--- src/rtl/led_fade_pwm.sv ---
// LED "breathe" driver: fade in, hold at full brightness, fade out, stay dark, repeat.
//
// A prescaled tick strobe is divided down to ramp steps. A four-state machine
// (OFF, RISE, HOLD, FALL) walks the brightness level up and down one step at a time.
// A free-running PWM counter renders the brightness onto an active-low LED pin.
//
// Ports:
//   clk        in   system clock
//   reset      in   asynchronous, active-high reset
//   tick       in   one-clk strobe from the shared prescaler
//   enable     in   level; high lets a breathe cycle start and continue
//   led_n      out  LED drive, active low, registered
//   busy       out  high while in RISE, HOLD or FALL (registered)
//   brightness out  current brightness level, PWM_BITS wide
//   cycle_done out  one-clk pulse when an OFF period completes (registered)

module led_fade_pwm #(
    parameter int unsigned PWM_BITS   = 7,
    parameter int unsigned STEP_TICKS = 100,
    parameter int unsigned HOLD_STEPS = 150,
    parameter int unsigned OFF_STEPS  = 600
) (
    input  logic                clk,
    input  logic                reset,
    input  logic                tick,
    input  logic                enable,
    output logic                led_n,
    output logic                busy,
    output logic [PWM_BITS-1:0] brightness,
    output logic                cycle_done
);

    // Counter widths; a single bit is kept when a count range collapses to one value.
    localparam int unsigned TICK_W    = (STEP_TICKS > 1) ? $clog2(STEP_TICKS) : 1;
    localparam int unsigned PHASE_MAX = (HOLD_STEPS > OFF_STEPS) ? HOLD_STEPS : OFF_STEPS;
    localparam int unsigned PHASE_W   = (PHASE_MAX > 1) ? $clog2(PHASE_MAX) : 1;

    localparam logic [TICK_W-1:0]   TICK_LAST = TICK_W'(STEP_TICKS - 1);
    localparam logic [PHASE_W-1:0]  HOLD_LAST = PHASE_W'(HOLD_STEPS - 1);
    localparam logic [PHASE_W-1:0]  OFF_LAST  = PHASE_W'(OFF_STEPS - 1);
    localparam logic [PHASE_W-1:0]  PHASE_ONE = PHASE_W'(1);
    localparam logic [TICK_W-1:0]   TICK_ONE  = TICK_W'(1);
    localparam logic [PWM_BITS-1:0] B_ZERO    = '0;
    localparam logic [PWM_BITS-1:0] B_ONE     = PWM_BITS'(1);
    localparam logic [PWM_BITS-1:0] B_MAX     = '1;
    localparam logic [PWM_BITS-1:0] B_MAX_M1  = B_MAX - B_ONE;

    typedef enum logic [1:0] {
        StOff  = 2'd0,
        StRise = 2'd1,
        StHold = 2'd2,
        StFall = 2'd3
    } state_e;

    state_e               state_q, state_d;
    logic [TICK_W-1:0]    tick_cnt_q, tick_cnt_d;
    logic [PHASE_W-1:0]   phase_cnt_q, phase_cnt_d;
    logic [PWM_BITS-1:0]  bright_q, bright_d;
    logic [PWM_BITS-1:0]  pwm_cnt_q;
    logic                 led_n_q;
    logic                 busy_q;
    logic                 done_q, done_d;
    logic                 step;

    // One ramp step every STEP_TICKS tick strobes.
    assign step = tick && (tick_cnt_q == TICK_LAST);

    // Tick prescaler: parked at zero while idle so an enabled OFF period always
    // starts from a full step.
    always_comb begin
        tick_cnt_d = tick_cnt_q;
        if ((state_q == StOff) && !enable) begin
            tick_cnt_d = '0;
        end else if (tick) begin
            tick_cnt_d = (tick_cnt_q == TICK_LAST) ? '0 : tick_cnt_q + TICK_ONE;
        end
    end

    // Breathe state machine, next-state and datapath.
    always_comb begin
        state_d     = state_q;
        phase_cnt_d = phase_cnt_q;
        bright_d    = bright_q;
        done_d      = 1'b0;

        unique case (state_q)
            StOff: begin
                if (!enable) begin
                    phase_cnt_d = '0;
                end else if (step) begin
                    if (phase_cnt_q == OFF_LAST) begin
                        phase_cnt_d = '0;
                        done_d      = 1'b1;
                        state_d     = StRise;
                    end else begin
                        phase_cnt_d = phase_cnt_q + PHASE_ONE;
                    end
                end
            end

            StRise: begin
                // Losing enable wins over a coincident step: brightness is frozen.
                if (!enable) begin
                    state_d     = StFall;
                    phase_cnt_d = '0;
                end else if (step) begin
                    if (bright_q != B_MAX) begin
                        bright_d = bright_q + B_ONE;
                    end
                    if (bright_q >= B_MAX_M1) begin
                        state_d     = StHold;
                        phase_cnt_d = '0;
                    end
                end
            end

            StHold: begin
                if (!enable) begin
                    state_d     = StFall;
                    phase_cnt_d = '0;
                end else if (step) begin
                    if (phase_cnt_q == HOLD_LAST) begin
                        state_d     = StFall;
                        phase_cnt_d = '0;
                    end else begin
                        phase_cnt_d = phase_cnt_q + PHASE_ONE;
                    end
                end
            end

            StFall: begin
                // enable is ignored here: a fade-out always runs to dark and then OFF.
                if (step) begin
                    if (bright_q != B_ZERO) begin
                        bright_d = bright_q - B_ONE;
                    end
                    if (bright_q <= B_ONE) begin
                        state_d     = StOff;
                        phase_cnt_d = '0;
                    end
                end
            end

            default: begin
                state_d = StOff;
            end
        endcase
    end

    always_ff @(posedge clk or posedge reset) begin
        if (reset) begin
            state_q     <= StOff;
            tick_cnt_q  <= '0;
            phase_cnt_q <= '0;
            bright_q    <= '0;
            pwm_cnt_q   <= '0;
            led_n_q     <= 1'b1;
            busy_q      <= 1'b0;
            done_q      <= 1'b0;
        end else begin
            state_q     <= state_d;
            tick_cnt_q  <= tick_cnt_d;
            phase_cnt_q <= phase_cnt_d;
            bright_q    <= bright_d;
            // Free-running; wraps from B_MAX to zero on its own.
            pwm_cnt_q   <= pwm_cnt_q + B_ONE;
            // Comparator output is registered, so the pin lags pwm_cnt/brightness by one clk.
            led_n_q     <= ~(pwm_cnt_q < bright_q);
            busy_q      <= (state_d != StOff);
            done_q      <= done_d;
        end
    end

    assign led_n      = led_n_q;
    assign busy       = busy_q;
    assign brightness = bright_q;
    assign cycle_done = done_q;

endmodule

--- config.mk ---
export PLATFORM = sky130hd
export DESIGN_NAME = led_fade_pwm
export DESIGN_NICKNAME = d
export VERILOG_FILES = /design/src/rtl/led_fade_pwm.sv
export SDC_FILE = /design/constraint.sdc
export NUM_CORES = 1
export LEC_CHECK = 0
export CORE_UTILIZATION = 55
export CTS_BUF_LIST = sky130_fd_sc_hd__clkbuf_8
export DETAILED_ROUTE_END_ITERATION = 6
export PLACE_DENSITY = 0.8
export SKIP_LAST_GASP = 1
export SYNTH_ARGS = -nofsm -noshare
export SYNTH_HDL_FRONTEND = slang
export SYNTH_SLANG_ARGS = --single-unit
--- constraint.sdc ---
create_clock -name clk -period 2.35 [get_ports clk]
set_clock_uncertainty 0.15 [all_clocks]
set_input_delay 0.3525 -clock clk [delete_from_list [all_inputs] [get_ports clk]]
set_output_delay 0.3525 -clock clk [all_outputs]
set_load 0.05 [all_outputs]
==> results of run 1 <==
==> metrics by stage <==
step | area, um2 | cells | setup WS (ns)
final | 2705 | 322 | 0.1138
after global routing | 2705 | 322 | 0.003298
after CTS | 2695 | 322 | 0.03609
after detailed placement | 2603 | 314 | -0.08038
after global placement | 2603 | 314 | -0.07303
after floorplan | 2232 | 233 | 0.009007
==> worst max-delay path, stage by stage (launching register included) <==
cell	delay, ns
dfrtp_1	0.38
inv_1	0.06
ha_1	0.17
or4bb_1	0.39
mux2i_1	0.28
a21o_2	0.30
nor4_1	0.08
a211o_2	0.31
==> cell families (layout without fill, tap and decap cells) <==
group,count (synthesis),in the layout
flops,36,36
fa+ha+maj,15,15
buf+inv,23,64
mux,4,4
xor+xnor,15,15
compound gates,52,52
simple gates,88,88
==> per-layer routing <==
layer | GRT usage | wire length (um) | vias to the layer above
met5 | 0 | 0 | -
li1 | - | - | 938
met4 | 0.08152 | 50 | 0
met3 | 0.04167 | 222 | 6
met2 | 0.4278 | 2331 | 53
met1 | 0.3392 | 2207 | 919
==> area by class of cell <==
class / count / area (um2)
sequential: 36 / 905.9
clock buffer: 6 / 82.58
tap: 48 / 60.06
multi-input combinational: 174 / 1237
fill: 282 / 1066
inverter: 15 / 56.30
clock inverter: 2 / 10.01
timing repair buffer: 41 / 352.8
==> state kept, by name, summed over array words and instances, names as in the netlist <==
signal       count
tick_cnt_q       7
brightness       7
state_q          2
phase_cnt_q     10
cycle_done       1
busy             1
led_n            1
pwm_cnt_q        7
==> synthesized netlist by cell type (all sizes together), types with 2 or more instances <==
library cell,count
o22a,2
dfrtp,35
or4,2
ha,15
a211oi,4
nand2,8
nand4,7
o21ai,11
nand3,12
nor4b,2
o211ai,2
buf,2
nor4,6
and3,5
a21oi,13
or3,4
a311oi,2
nand2b,4
a211o,2
mux2i,4
and2,2
clkbuf,6
xor2,4
nor2,17
inv,15
or2,2
o31ai,3
a21o,5
nor3,13
xnor2,11
==> power by group through the flow <==
stage / Combinational (W) / Clock, W / Sequential, W
global route: 0.000488 / 0.000496 / 0.000777
detailed placement: 0.000431 / 0 / 0.000779
global placement: 0.000422 / 0 / 0.000776
floorplan: 0.000270 / 0 / 0.000770
finish: 0.000437 / 0.000460 / 0.000768
CTS: 0.000437 / 0.000464 / 0.000766
==> how the worst max path moves through the flow <==
stage                     depth (start not counted)  slack, ns              to
after global routing                              7      0.003  phase_cnt_q[6]
after floorplan                                   7      0.009  phase_cnt_q[8]
after global placement                            6      -0.07  phase_cnt_q[8]
after detailed placement                          7      -0.08  phase_cnt_q[9]
after CTS                                         7       0.04  phase_cnt_q[6]
final                                             7       0.11  phase_cnt_q[6]
==> repair_timing <==
action                     CTS  global route
resized for setup            0             2
hold buffers                 0             0
setup endpoints to repair    0             5
==> metrics.txt, run 1 <==
outcome=finished, final reports clean; sequential area share after synthesis=0.4076; compound-gate portion of the synthesized area=0.1645; Pint=roughly 0.0011 W; first-pass GRT wire length=8404 um; Synth area leaders=dfrtp_1 (40%), ha_1 (8.5%), xnor2_1 (4.4%), a21oi_1 (2.9%), nor3_1 (2.9%); clk_lat worst skew=0.29 ns; Residual DRC=0; Avg Cell Area, Syn=9.499 um2; maximum clock rate=0.4472 GHz; r2r worst-path depth=7; xor and xnor area share after synthesis=0.05936; cell taking the most area after synthesis=dfrtp_1; CP Class=flop to flop; TritonCTS Sinks=36; via count=1,916; critical path peak fanout=10; Startpoint Class=flop; static leakage=1.237 nW; post-detail-place hpwl=3569 um; Comb power frac=0.263; Top FF cell, synth=dfrtp_1; Routed Antenna Nets=0; pins over their slew limit=0; DRT Wirelength=4811 um; sequential fraction of design power=0.461; Yosys reg bits=36; CP arrival=roughly 2.3 ns; Synth top area share=0.3957; mapped cell area=around 2200 um2; crit path from=phase_cnt_q[1]; Die ar.=around 4300 um2; Tcrit/Tclk final=0.9516; area grow syn2layout=22.22%; Core Area=3771 um2; Root Driver=clkbuf_8; P_sw=0.0005388 W; clock slew at reported path FFs=roughly 0.070 ns; layout cells sized above 1=0.1898; commonest non-fill, non-tap cells in the layout=dfrtp_1 (32), buf_4 (27), nor2_1 (17); Cell variety after synth=49; Fin. Hold Viols=0; die width=65.44 um; largest net degree at the start of global routing=15; Rel. slew slack=0.6619; n_diodes=0; net count after synthesis=252; Util after Layout=0.7173; WHS=0.1945 ns; TritonCTS clock tree=built; fraction of registers with async set/reset=1.000; initial antenna violation count=0; Worst VDD drop=0.0004403 V; total power=0.001665 W; most common cell after layout, fill and taps aside=dfrtp_1; end of the worst register-to-register path=phase_cnt_q[6]; GRT overflow=0; Initial Util=0.5869; cell count after synthesis=233; drt pass-1 iters=4; gr usage total=0.2570; post-route minimum period=2.236 ns; die height=approximately 65 um; CP Capture Type=flop; Setup Fix Bufs, Post-CTS=0; r2r startpoint=phase_cnt_q[1]; max-cap viol count=0; drt initial violations=between 150 and 200; Post-synth EDFFs=0; clk buf depth=2; Setup Viol. Count Final=0; Final #Nets=between 200 and 300; critical path data required time=2.37 ns; unrepaired setup endpoints after global routing=false; Final Wtd Congestion=0.9444; switching share of power=0.3237; Fin Setup TNS=0 ns; IO Port Bufs=13; YS warnings=0; worst hold path type=primary input to async pin; H-tree levels=2; vias per cell=a little under 6; IO Count=14; flop-to-flop setup slack=between 0.1 and 0.15 ns; mux share of post-synthesis cell area=0.01809; routed len/inst=14.94 um; largest family of logic cells by synthesized area=simple AND/OR/NAND/NOR gates; CTS buffer count=5; Slew @ Worst Pin=~0.51 ns; simple-gate share of the synthesized area=0.2250; # rows=22; PD cells=615.4 nW/um2; clock share of power=0.276; Adder-Cell Fraction of Synth Area=0.08479; vias in the first global route=1,837
(Power assumes the default switching activity.)
==> run 2, diff against run 1 <==
--- a/config.mk
+++ b/config.mk
@@ -5,7 +5,8 @@
 export SDC_FILE = /design/constraint.sdc
 export NUM_CORES = 1
 export LEC_CHECK = 0
-export CORE_UTILIZATION = 55
+export ABC_AREA = 1
+export CORE_UTILIZATION = 56
 export CTS_BUF_LIST = sky130_fd_sc_hd__clkbuf_8
 export DETAILED_ROUTE_END_ITERATION = 6
 export PLACE_DENSITY = 0.8
==> run 2 against run 1 <==
  * Flip-flop and latch count did not move
  * Combinational power decreased by 38%
  * Register-to-register slack better by 0.28 ns
  * First-iteration DRC count down 14%
  * Clock power increased by 32%
  * Total power fell by 2.8%
  * Synthesized cell count rose by 50%
  * Non-clock buffer count is 25 lower
  * Critical path type is now flop to primary output
  * Largest cell class unchanged
  * Largest power group unchanged
==> metrics.txt, run 2 <==
Cell variety after synth=35 (was 49); Rel. slew slack=0.6700 (was 0.6619); critical path's largest stage delay=0.86 ns (was 0.39 ns); cell count after synthesis=349 (was 233); Reg with most FFs=phase_cnt_q (unchanged); first-pass GRT wire length=9597 um (was 8404 um); via count=2,273 (was 1,916); post-detail-place hpwl=4157 um (was 3569 um); TritonCTS clock tree=built (unchanged); unrepaired setup endpoints after global routing=false (unchanged); commonest cells in the synthesized netlist=nand2_1 (72), inv_1 (46), nor2_1 (37) (was dfrtp_1 (35), nor2_1 (17), ha_1 (15), inv_1 (15)); Crit path max-delay family=buffers and inverters (was compound AO/OA/AOI/OAI gates); layout cells sized above 1=0.1409 (was 0.1898); Placement Setup Slack=0.3641 ns (was -0.08038 ns); fillers=391 (was 282); post-layout worst setup margin=0.2041 ns (was 0.1138 ns); Final #Nets=387 (was 292); gr usage total=0.2443 (was 0.2570); multi-input logic area=1445 um2 (was 1237 um2); Core Area=4414 um2 (was 3771 um2); GRT overflow=0 (unchanged); outcome=finished, final reports clean (unchanged); total power=0.001617 W (was 0.001665 W); die width=70.07 um (was 65.44 um); clk_lat worst skew=0.29 ns (about the same); critical-path cell list=clkdlybuf4s50_1 (was inv_1, ha_1, or4bb_1, mux2i_1, a21o_2, nor4_1, a211o_2); Slew @ Worst Pin=0.4934 ns (was 0.5056 ns); max-cap viol count=0 (unchanged); net count after synthesis=368 (was 252); routed len/inst=12.87 um (was 14.94 um); Setup Viol. Count Final=0 (unchanged); critical path data required time=1.85 ns (was 2.37 ns); n_diodes=0 (unchanged); Avg Cell Area, Syn=7.435 um2 (was 9.499 um2); CTS buffer count=5 (unchanged); vias per cell=5.399 (was 5.950); Post-synth EDFFs=0 (unchanged); Synth top area share=0.3375 (was 0.3957); initial antenna violation count=0 (unchanged); Yosys reg bits=36 (unchanged); Synth area leaders=dfrtp_1 (34%), nand2_1 (10%), ha_1 (7.2%), inv_1 (6.7%), nand3_1 (5.8%) (was dfrtp_1 (40%), ha_1 (8.5%), xnor2_1 (4.4%), a21oi_1 (2.9%), nor3_1 (2.9%)); most common cell after layout, fill and taps aside=nand2_1 (was dfrtp_1); cell taking the most area after synthesis=dfrtp_1 (unchanged); H-tree levels=2 (unchanged); pins over their slew limit=0 (unchanged); final cell count without fillers=421 (was 322); register area=902.1 um2 (was 905.9 um2); DRT Wirelength=5417 um (was 4811 um); commonest non-fill, non-tap cells in the layout=nand2_1 (72), inv_1 (46), nor2_1 (37) (was dfrtp_1 (32), buf_4 (27), nor2_1 (17)); WHS=0.3114 ns (was 0.1945 ns); drt pass-1 iters=5 (was 4); drt initial violations=151 (was 175); area grow syn2layout=11.86% (was 22.22%); YS warnings=0 (unchanged); critical path peak fanout=8 (was 10); Initial Util=0.5879 (was 0.5869); largest net degree at the start of global routing=37 (was 15); count leader, synth=nand2_1 (was dfrtp_1); IO Count=14 (unchanged); worst path buffer plus inverter count=1 (unchanged); highest-delay cell along the critical path=clkdlybuf4s50_1 (was or4bb_1); Top FF cell, synth=dfrtp_1 (unchanged); Post-CTS Hold Fix Bufs=0 (unchanged); Tcrit/Tclk final=0.9132 (was 0.9516); PD cells=557.2 nW/um2 (was 615.4 nW/um2); Die ar.=4910 um2 (was 4282 um2); Resized cells post-CTS=0 (unchanged); worst hold path type=primary input to async pin (unchanged); maximum clock rate=0.4660 GHz (was 0.4472 GHz); fraction of registers with async set/reset=1.000 (unchanged); mapped cell area=2595 um2 (was 2213 um2); Startpoint Class=flop (unchanged); max reg flops=10 (unchanged); Fin Setup TNS=0 ns (unchanged); Root Driver=clkbuf_8 (unchanged); die height=70.07 um (was 65.44 um); static leakage=1.429 nW (was 1.237 nW); Routed Antenna Nets=0 (unchanged); Final Wtd Congestion=0.8772 (was 0.9444); Residual DRC=0 (unchanged); Worst VDD drop=0.0004679 V (was 0.0004403 V); Setup Fix Bufs, Post-CTS=0 (unchanged); vias in the first global route=2,157 (was 1,837); placed cells=413 (was 314); CP Class=flop to primary output (was flop to flop); clock slew at reported path FFs=0.08 ns (was 0.07 ns); Fin. Hold Viols=0 (unchanged); CP Capture Type=primary output (was flop); sequential area share after synthesis=0.3476 (was 0.4076); IO Port Bufs=13 (unchanged); clk buf depth=2 (unchanged); post-route minimum period=2.146 ns (was 2.236 ns); TritonCTS Sinks=36 (unchanged); CP arrival=1.64 ns (was 2.26 ns); # rows=24 (was 22)
==> run 2: changes by cell type in the layout (fill, tap and decap cells not counted), sizes merged, moves of 5 or more <==
cell	before	now
o21ai	11	16
a21oi	13	7
inv	15	52
and3	5	0
nor4	6	1
nor2	17	47
xor2	4	11
nand3	12	32
xnor2	11	5
nand2	8	88
buf	28	3
nand4	7	14
a21o	5	0
==> run 2: kinds of logic after synthesis <==
logic type	Yosys count	synth area share
multiplexers	1	0.003857
flip-flops	36	0.3476
AO/OA/AOI/OAI	30	0.06991
XOR/XNOR	16	0.05400
AND/OR/NAND/NOR	192	0.3568
adder cells (fa/ha/maj)	15	0.07232
buffers and inverters	59	0.09547
==> run 2: final cells by class <==
type | instances | share of cell area
clock buffer | 7 | 0.03319
inverter | 55 | 0.07284
tap | 52 | 0.02241
multi-input combinational | 254 | 0.4978
timing repair buffer | 16 | 0.05259
clock inverter | 1 | 0.01034
sequential | 36 | 0.3108
==> run 2: where the power goes <==
group          leakage [nW]  switching (W)  internal [W]  total, W
registers             0.397      0.0000634      0.000676  0.000740
logic                 0.967       0.000176     0.0000949  0.000270
clock network        0.0645       0.000232      0.000375  0.000607
total                  1.43       0.000471       0.00115   0.00162
==> run 2: path summary, 6_finish.rpt <==
kind / cells past startpoint / slack (ns) / endpoint / start
max: 1 / 0.20 / brightness[2] / brightness[2]
min: 3 / 0.31 / pwm_cnt_q[6] / reset
max reg2reg: 13 / 0.39 / phase_cnt_q[4] / brightness[0]
min reg2reg: 1 / 0.34 / pwm_cnt_q[0] / pwm_cnt_q[0]
max in group asynchronous: 3 / 1.39 / led_n / reset
min in group clk: 1 / 0.34 / pwm_cnt_q[0] / pwm_cnt_q[0]
==> run 2: metrics by stage <==
stage | instance area [um2] | utilization
2_1_floorplan | 2595 | -
6_report | 2903 | 0.6576
3_5_place_dp | 2776 | 0.6290
4_1_cts | 2903 | 0.6576
5_1_grt | 2903 | 0.6576
3_3_place_gp | 2776 | 0.6290
==> run 2: routing by layer <==
metal,GRT usage,part of all wire,wire (um),up-vias
met1,0.3302,0.46,2466,1038
met5,0,0,0,-
li1,-,-,-,1155
met3,0.04329,0.049,263,14
met2,0.3878,0.47,2558,66
met4,0.1000,0.024,129,0
==> run 2: worst register-to-register path: stages (launching register included) <==
cell	delay (ns)
dfrtp_1	0.44
inv_1	0.20
ha_1	0.17
inv_1	0.04
nand2_1	0.06
nand2_1	0.05
nor2_1	0.15
nor2_1	0.06
nand2_1	0.06
nand2_1	0.08
nor2_4	0.09
buf_4	0.21
nand2_1	0.09
o21ai_2	0.06
